==> src/rtl/alu_operand_stage.sv <==
// alu_operand_stage
// Decode/execute boundary register in front of the ALU. Holds one decoded op
// and drives the ALU A/B/OP inputs. RAW hazards are resolved by forwarding from
// the EX/MEM bus (fw1, higher priority) and the MEM/WB bus (fw2). Operand B can
// instead come from the sign- or zero-extended 8-bit immediate.
//
// Ports
//   clk, reset                 rising-edge clock, synchronous active-high reset
//   in_valid/in_ready          upstream handshake; in_ready = empty | out_ready
//   in_op                      ALU opcode, passed through unmodified
//   in_rs1_idx/in_rs2_idx      source register indices
//   in_rs1_val/in_rs2_val      register-file read values
//   in_imm8, in_b_sel          immediate and B-source select
//   in_rd_idx, in_rd_we        destination index and write enable
//   fw1_*, fw2_*               forwarding buses (fw1 newer, wins over fw2)
//   flush                      drop held op and any incoming op
//   out_valid/out_ready        downstream handshake
//   alu_a, alu_b, alu_op       registered ALU inputs
//   out_rd_idx, out_rd_we      destination passed down; we is 0 when not valid

module alu_operand_stage #(
    parameter int unsigned DW = 16,
    parameter int unsigned RW = 2
) (
    input  logic          clk,
    input  logic          reset,
    input  logic          in_valid,
    output logic          in_ready,
    input  logic [3:0]    in_op,
    input  logic [RW-1:0] in_rs1_idx,
    input  logic [RW-1:0] in_rs2_idx,
    input  logic [DW-1:0] in_rs1_val,
    input  logic [DW-1:0] in_rs2_val,
    input  logic [7:0]    in_imm8,
    input  logic [1:0]    in_b_sel,
    input  logic [RW-1:0] in_rd_idx,
    input  logic          in_rd_we,
    input  logic          fw1_we,
    input  logic [RW-1:0] fw1_idx,
    input  logic [DW-1:0] fw1_val,
    input  logic          fw2_we,
    input  logic [RW-1:0] fw2_idx,
    input  logic [DW-1:0] fw2_val,
    input  logic          flush,
    output logic          out_valid,
    input  logic          out_ready,
    output logic [DW-1:0] alu_a,
    output logic [DW-1:0] alu_b,
    output logic [3:0]    alu_op,
    output logic [RW-1:0] out_rd_idx,
    output logic          out_rd_we
);

    // Holding registers
    logic          r_full;
    logic [DW-1:0] r_a;
    logic [DW-1:0] r_b;
    logic [3:0]    r_op;
    logic [RW-1:0] r_rd_idx;
    logic          r_rd_we;
    logic [RW-1:0] r_rs1_idx;
    logic [RW-1:0] r_rs2_idx;
    logic          r_b_imm;   // B came from the immediate: never forwarded over

    // Next-state
    logic          w_full_d;
    logic [DW-1:0] w_a_d;
    logic [DW-1:0] w_b_d;
    logic [3:0]    w_op_d;
    logic [RW-1:0] w_rd_idx_d;
    logic          w_rd_we_d;
    logic [RW-1:0] w_rs1_idx_d;
    logic [RW-1:0] w_rs2_idx_d;
    logic          w_b_imm_d;

    logic          w_in_ready;
    logic          w_capture;
    logic          w_stall;

    // Forward mux: fw1 (EX/MEM) beats fw2 (MEM/WB) beats the current value.
    function automatic logic [DW-1:0] fwd_sel(
        input logic [RW-1:0] idx,
        input logic [DW-1:0] cur,
        input logic          f1_we,
        input logic [RW-1:0] f1_idx,
        input logic [DW-1:0] f1_val,
        input logic          f2_we,
        input logic [RW-1:0] f2_idx,
        input logic [DW-1:0] f2_val
    );
        logic [DW-1:0] res;
        res = cur;
        if (f1_we && (f1_idx == idx)) begin
            res = f1_val;
        end else if (f2_we && (f2_idx == idx)) begin
            res = f2_val;
        end
        return res;
    endfunction

    always_comb begin
        w_in_ready = ~r_full | out_ready;
        w_capture  = in_valid & w_in_ready & ~flush;
        w_stall    = r_full & ~out_ready;

        w_full_d    = r_full;
        w_a_d       = r_a;
        w_b_d       = r_b;
        w_op_d      = r_op;
        w_rd_idx_d  = r_rd_idx;
        w_rd_we_d   = r_rd_we;
        w_rs1_idx_d = r_rs1_idx;
        w_rs2_idx_d = r_rs2_idx;
        w_b_imm_d   = r_b_imm;

        if (flush) begin
            w_full_d = 1'b0;
        end else if (w_capture) begin
            w_full_d = 1'b1;
        end else if (out_ready) begin
            w_full_d = 1'b0;
        end

        if (w_capture) begin
            w_op_d      = in_op;
            w_rd_idx_d  = in_rd_idx;
            w_rd_we_d   = in_rd_we;
            w_rs1_idx_d = in_rs1_idx;
            w_rs2_idx_d = in_rs2_idx;
            w_a_d       = fwd_sel(in_rs1_idx, in_rs1_val, fw1_we, fw1_idx, fw1_val,
                                  fw2_we, fw2_idx, fw2_val);
            case (in_b_sel)
                2'b01: begin
                    w_b_d     = {{(DW-8){in_imm8[7]}}, in_imm8};
                    w_b_imm_d = 1'b1;
                end
                2'b10: begin
                    w_b_d     = {{(DW-8){1'b0}}, in_imm8};
                    w_b_imm_d = 1'b1;
                end
                default: begin
                    // 2'b11 is reserved and behaves as rs2
                    w_b_d     = fwd_sel(in_rs2_idx, in_rs2_val, fw1_we, fw1_idx, fw1_val,
                                        fw2_we, fw2_idx, fw2_val);
                    w_b_imm_d = 1'b0;
                end
            endcase
        end else if (w_stall) begin
            // Held op keeps picking up results that retire while it waits,
            // matched against the indices latched with the op.
            w_a_d = fwd_sel(r_rs1_idx, r_a, fw1_we, fw1_idx, fw1_val,
                            fw2_we, fw2_idx, fw2_val);
            if (!r_b_imm) begin
                w_b_d = fwd_sel(r_rs2_idx, r_b, fw1_we, fw1_idx, fw1_val,
                                fw2_we, fw2_idx, fw2_val);
            end
        end
    end

    always_ff @(posedge clk) begin
        if (reset) begin
            r_full    <= 1'b0;
            r_a       <= '0;
            r_b       <= '0;
            r_op      <= '0;
            r_rd_idx  <= '0;
            r_rd_we   <= 1'b0;
            r_rs1_idx <= '0;
            r_rs2_idx <= '0;
            r_b_imm   <= 1'b0;
        end else begin
            r_full    <= w_full_d;
            r_a       <= w_a_d;
            r_b       <= w_b_d;
            r_op      <= w_op_d;
            r_rd_idx  <= w_rd_idx_d;
            r_rd_we   <= w_rd_we_d;
            r_rs1_idx <= w_rs1_idx_d;
            r_rs2_idx <= w_rs2_idx_d;
            r_b_imm   <= w_b_imm_d;
        end
    end

    always_comb begin
        in_ready   = w_in_ready;
        out_valid  = r_full;
        alu_a      = r_a;
        alu_b      = r_b;
        alu_op     = r_op;
        out_rd_idx = r_rd_idx;
        // Downstream must never see a write from an empty slot
        out_rd_we  = r_full & r_rd_we;
    end

endmodule

==> config.mk <==
export PLATFORM = sky130hd
export DESIGN_NAME = alu_operand_stage
export DESIGN_NICKNAME = d
export VERILOG_FILES = /design/src/rtl/alu_operand_stage.sv
export SDC_FILE = /design/constraint.sdc
export NUM_CORES = 1
export LEC_CHECK = 0
export CAP_MARGIN = 30
export CORE_ASPECT_RATIO = 1.2
export CORE_MARGIN = 1
export CORE_UTILIZATION = 44
export CTS_BUF_LIST = sky130_fd_sc_hd__clkbuf_8
export CTS_CLUSTER_SIZE = 12
export DETAILED_ROUTE_END_ITERATION = 10
export PLACE_DENSITY_LB_ADDON = 0.05
export SYNTH_ARGS = -nofsm -noshare
export SYNTH_HDL_FRONTEND = slang
export SYNTH_SLANG_ARGS = --single-unit
==> constraint.sdc <==
create_clock -name clk -period 2.8 [get_ports clk]
set_clock_uncertainty 0.1 [all_clocks]
set_input_delay 0.7 -clock clk [delete_from_list [all_inputs] [get_ports clk]]
set_output_delay 0.7 -clock clk [all_outputs]
set_load 0.005 [all_outputs]
After elaboration in Yosys (flattened, before gate mapping)
Index checks and enable logic that the tools add are counted.

storage, ports and cells
  word-level logic and storage cells = 61
  output and inout bits = 41
  register bits = 45

operators by class
  reduce and logical (&&, ||, !) cells = 16
  mux-type cells = 17
  bitwise gates (word level) = 8
  eq/ne operators = 11

operator list
  operator              number
  $mux W16              13
  $pmux W16 S2          1
  $eq A2 B2 Y1          8
  $logic_and A1 B1 Y1   8
  $reduce_bool A3 Y1    2
  $and A1 B1 Y1         4
  $reduce_bool A2 Y1    2
  $reduce_or A2 Y1      2
  $mux W1               3
  $not A1 Y1            3
  $reduce_and A3 Y1     1
  $eq A2 B1 Y1 const B  1
  $eq A2 B2 Y1 const B  1
  $ne A2 B1 Y1 const B  1
  $reduce_and A2 Y1     1
  $or A1 B1 Y1          1

Logic depth before layout (Yosys ltp)
  word-level depth = 7
  depth in mapped cells = 8

Worst setup path before layout
OpenSTA, ideal clock, no wires.

  path kind = input to register
  start point = input fw2_idx[0]
  end point = register r_b[14], in the netlist alu_b[14]
  buffers on the path = 3
  required time = 2.583 ns
  path slack = 0.457 ns
  arrival = 2.126 ns
  stages = 8
  cells stage by stage = buf_2 -> xor2_2 -> or3b_1 -> buf_6 -> buf_6 -> a211oi_2 -> o21bai_1 -> and4bb_1

between the ends
  word-level cells in the longest chain between the ends = 6

RTL lines
  element               line  RTL
  from (decl)           42    input logic [RW-1:0] fw2_idx,
  $eq A2 B2 Y1          95    end else if (f2_we && (f2_idx == idx)) begin
  $logic_and A1 B1 Y1   95
  $mux W16              95
  $mux W16              93    if (f1_we && (f1_idx == idx)) begin
  $pmux W16 S2          132   case (in_b_sel)
  $mux W16              124   if (w_capture) begin
  to (signal assigned)  174   r_b <= w_b_d;
  to (decl)             57    logic [DW-1:0] r_b;

Several ways; a longest one is shown, not always the timed one.
A chain may end at the register's enable or synchronous reset.

Final worst setup path
  start point = input out_ready
  end point = output in_ready

between the ends
  word-level cells in the longest chain between the ends = 1

RTL lines
  element       line  RTL
  from (decl)   46    input logic out_ready,
  $or A1 B1 Y1  102   w_in_ready = ~r_full | out_ready;
  to (decl)     28    output logic in_ready,

Every way passes these cells.

==> out/metrics.csv <==
metric;value;unit
CTS tree;built;
max-slew violations;0;
total power;1.80;mW
IO Pins;137;
Hold Path Origin;r_rd_we;
Routed WL;11500;um
Routed Antenna Nets;0;
static leakage;1.95;nW
TNS Setup;0;ps
share of cells above drive strength 1;11.6;%
crit-path max cell delay;520;ps
Mapped Cells;410;
CTS max path bufs;2;
Post-Syn Area per Cell;7.75;um^2
number of global-route vias before repair;3590;
CP arrival;1850;ps
CTS Buf Count;5;
clk root buf;clkbuf_8;
r2r setup slk;780;ps
H-Tree Depth;2;
Mapped Area;3180;um^2
Seq/Total Area, Yosys;28.3;%
WHS Endpoint;r_rd_we;
global route total overflow;0;
final cycle utilization of the critical path;94.8;%
status;complete, no violations;
placed cells;631;
clk_lat worst skew;310;ps
Starting Density;46.1;%
Max Cap Viol;0;
utilization after layout;70.7;%
EDFF count, synth;0;
initial antenna violation count;0;
area grow syn2layout;53.4;%
fin nets;649;
HPWL Detailed;8710;um
Commonest cells post-synth;nand2_1, dfxtp_1, a21oi_1, nor2_1, nor3_1;
most frequent CP cell;clkdlybuf4s50_1;
DR vias;3761;
Synth Register Bits;45;
CP cell instances;clkdlybuf4s50_1 > nor2b_1 > inv_2 > clkdlybuf4s50_1;
share of flip-flops with an asynchronous set or reset;0;%
R2R Path End;alu_b[6];
Hold Path Class;flop to flop;
Worst setup SP type;input port;
post-route insts no fill;639;
hold buffers post-CTS;0;
Die Width;79.6;um
PortBufs;136;
Max-slew headroom;45.2;%
fillers;593;
RSZ-0062 raised after global routing;no;
CP max-delay cell;clkdlybuf4s50_1;
routability cong.;0.987;
DRC;0;
Worst Path Required;2000;ps
Slew @ Worst Pin;815;ps
pin count of the biggest net entering global routing;39;
Die Ht;95.1;um
Synth area leader;dfxtp_1;
VDD IR max;0.000269;V
R2R Path Start;out_valid;
drt first pass iters;6;
Synthesis Warnings;0;
Via density;5.89;
worst hold stages;2;
top cell type's share of synthesized area;28.3;%
r2r worst-path depth;6;
crit end category;primary output;
1st-iter DRT viols;196;
PostCTS Resize Cnt;0;
Netlist cell types;43;
Storage cell area;901;um^2
Synth area leaders;dfxtp_1, mux2i_1, nand2_1;
setup violators final;0;
Wirelength per Cell;18.0;um
Clock transition at path regs;100;ps
Diodes inserted;0;
CP Max Fanout;4;
Rows;33;
Die ar.;7570;um^2
GRT Total Usage;30.3;%
Power Dens Cells;370;nW/um^2
Final min period;2650;ps
max frequency;377;MHz
Setup Buffers After CTS;0;
Core ar.;6900;um^2
Synth Flop Type;dfxtp_1;
top-count cell post-synth;nand2_1;
number of clock sinks;45;
Setup CP Type;input port to primary output;
Post-Syn Nets;508;
first-pass GRT wire length;17700;um
multi-input logic area;2090;um^2
Final Hold Vio Count;0;
-- logic make-up (layout without fill, tap and decap cells) --
kind of cell | Yosys count | in the layout | share of synthesized area [%]
mux | 24 | 24 | 7.56
flops | 45 | 45 | 28.3
compound gates | 127 | 127 | 29.0
xor+xnor | 16 | 16 | 4.88
simple gates | 157 | 157 | 23.5
buf+inv | 39 | 181 | 6.02
fa+ha+maj | 2 | 2 | 0.787
-- placed cells by master, fill, tap and decap left out, types with 2 or more instances in the layout --
cell type        count
a211oi_2             2
buf_4               30
xnor2_1             14
nand3_1             15
clkdlybuf4s50_1    136
a21oi_1             36
o21bai_1             8
buf_12               4
nand2_1             64
o21ai_0             16
o221a_1              3
clkbuf_8             6
nor2_1              30
xor2_2               2
o211ai_1             8
a32o_1               7
nand3b_1             2
mux2i_1             24
a211oi_1             8
nor4bb_1             7
a221o_1              7
a31oi_1             16
dfxtp_1             45
inv_1                2
o221a_2             13
nor3_1              27
ha_1                 2
and3_1               3
-- worst max-delay path, delay by kind of cell --
family,cells,cell delay [ps]
AND/OR/NAND/NOR,1,60
buffers and inverters,3,1100
-- worst max-delay path by stage --
stage                   from   endpoint  slack (ps)  cells after the start
2_1_floorplan     fw2_idx[0]  alu_b[14]         460                      8
3_5_place_dp   in_rs2_idx[1]  alu_b[12]         -30                      7
4_1_cts            out_ready   in_ready         140                      4
6_report           out_ready   in_ready         150                      4
5_1_grt        in_rs2_idx[1]   alu_b[8]         110                      7
3_3_place_gp     in_b_sel[0]   alu_b[7]          60                      6
-- per-stage QoR --
stage	setup WS [ps]	area, um^2	hold WS (ps)
after floorplan	457	3180	332
after global routing	110	4880	376
after detailed placement	-28.9	4780	344
final	146	4880	356
after CTS	135	4880	358
after global placement	64.6	4780	338
-- metal layers --
metal / up-vias / GRT usage [%] / share of wire, %
met5: - / 0 / 0
met4: 0 / 11.5 / 3.1
met3: 29 / 4.40 / 7.0
met2: 183 / 54.6 / 49
met1: 1745 / 35.7 / 40
li1: 1804 / - / -
-- registers in the layout, summed over array words and instances (netlist names) --
name / flops
r_rs2_idx: 2
out_valid: 1
alu_b: 16
alu_op: 4
r_b_imm: 1
r_rd_we: 1
r_rs1_idx: 2
out_rd_idx: 2
alu_a: 16
-- report_power, final --
| group | switching [mW] | internal [mW] |
|---|---|---|
| Combinational | 0.292 | 0.361 |
| Sequential | 0.0262 | 0.683 |
| Clock | 0.242 | 0.201 |
| Total | 0.560 | 1.24 |
-- final cells by class --
cell class              count  share of cell area [%]
flip-flops and latches     45                    18.5
repair buffers            170                    34.2
inverters                   3                   0.231
clock inverters             2                   0.282
clock buffers               6                    1.69
multi-input cells         326                    42.9
well taps                  87                    2.23
(Power assumes the default switching activity.)
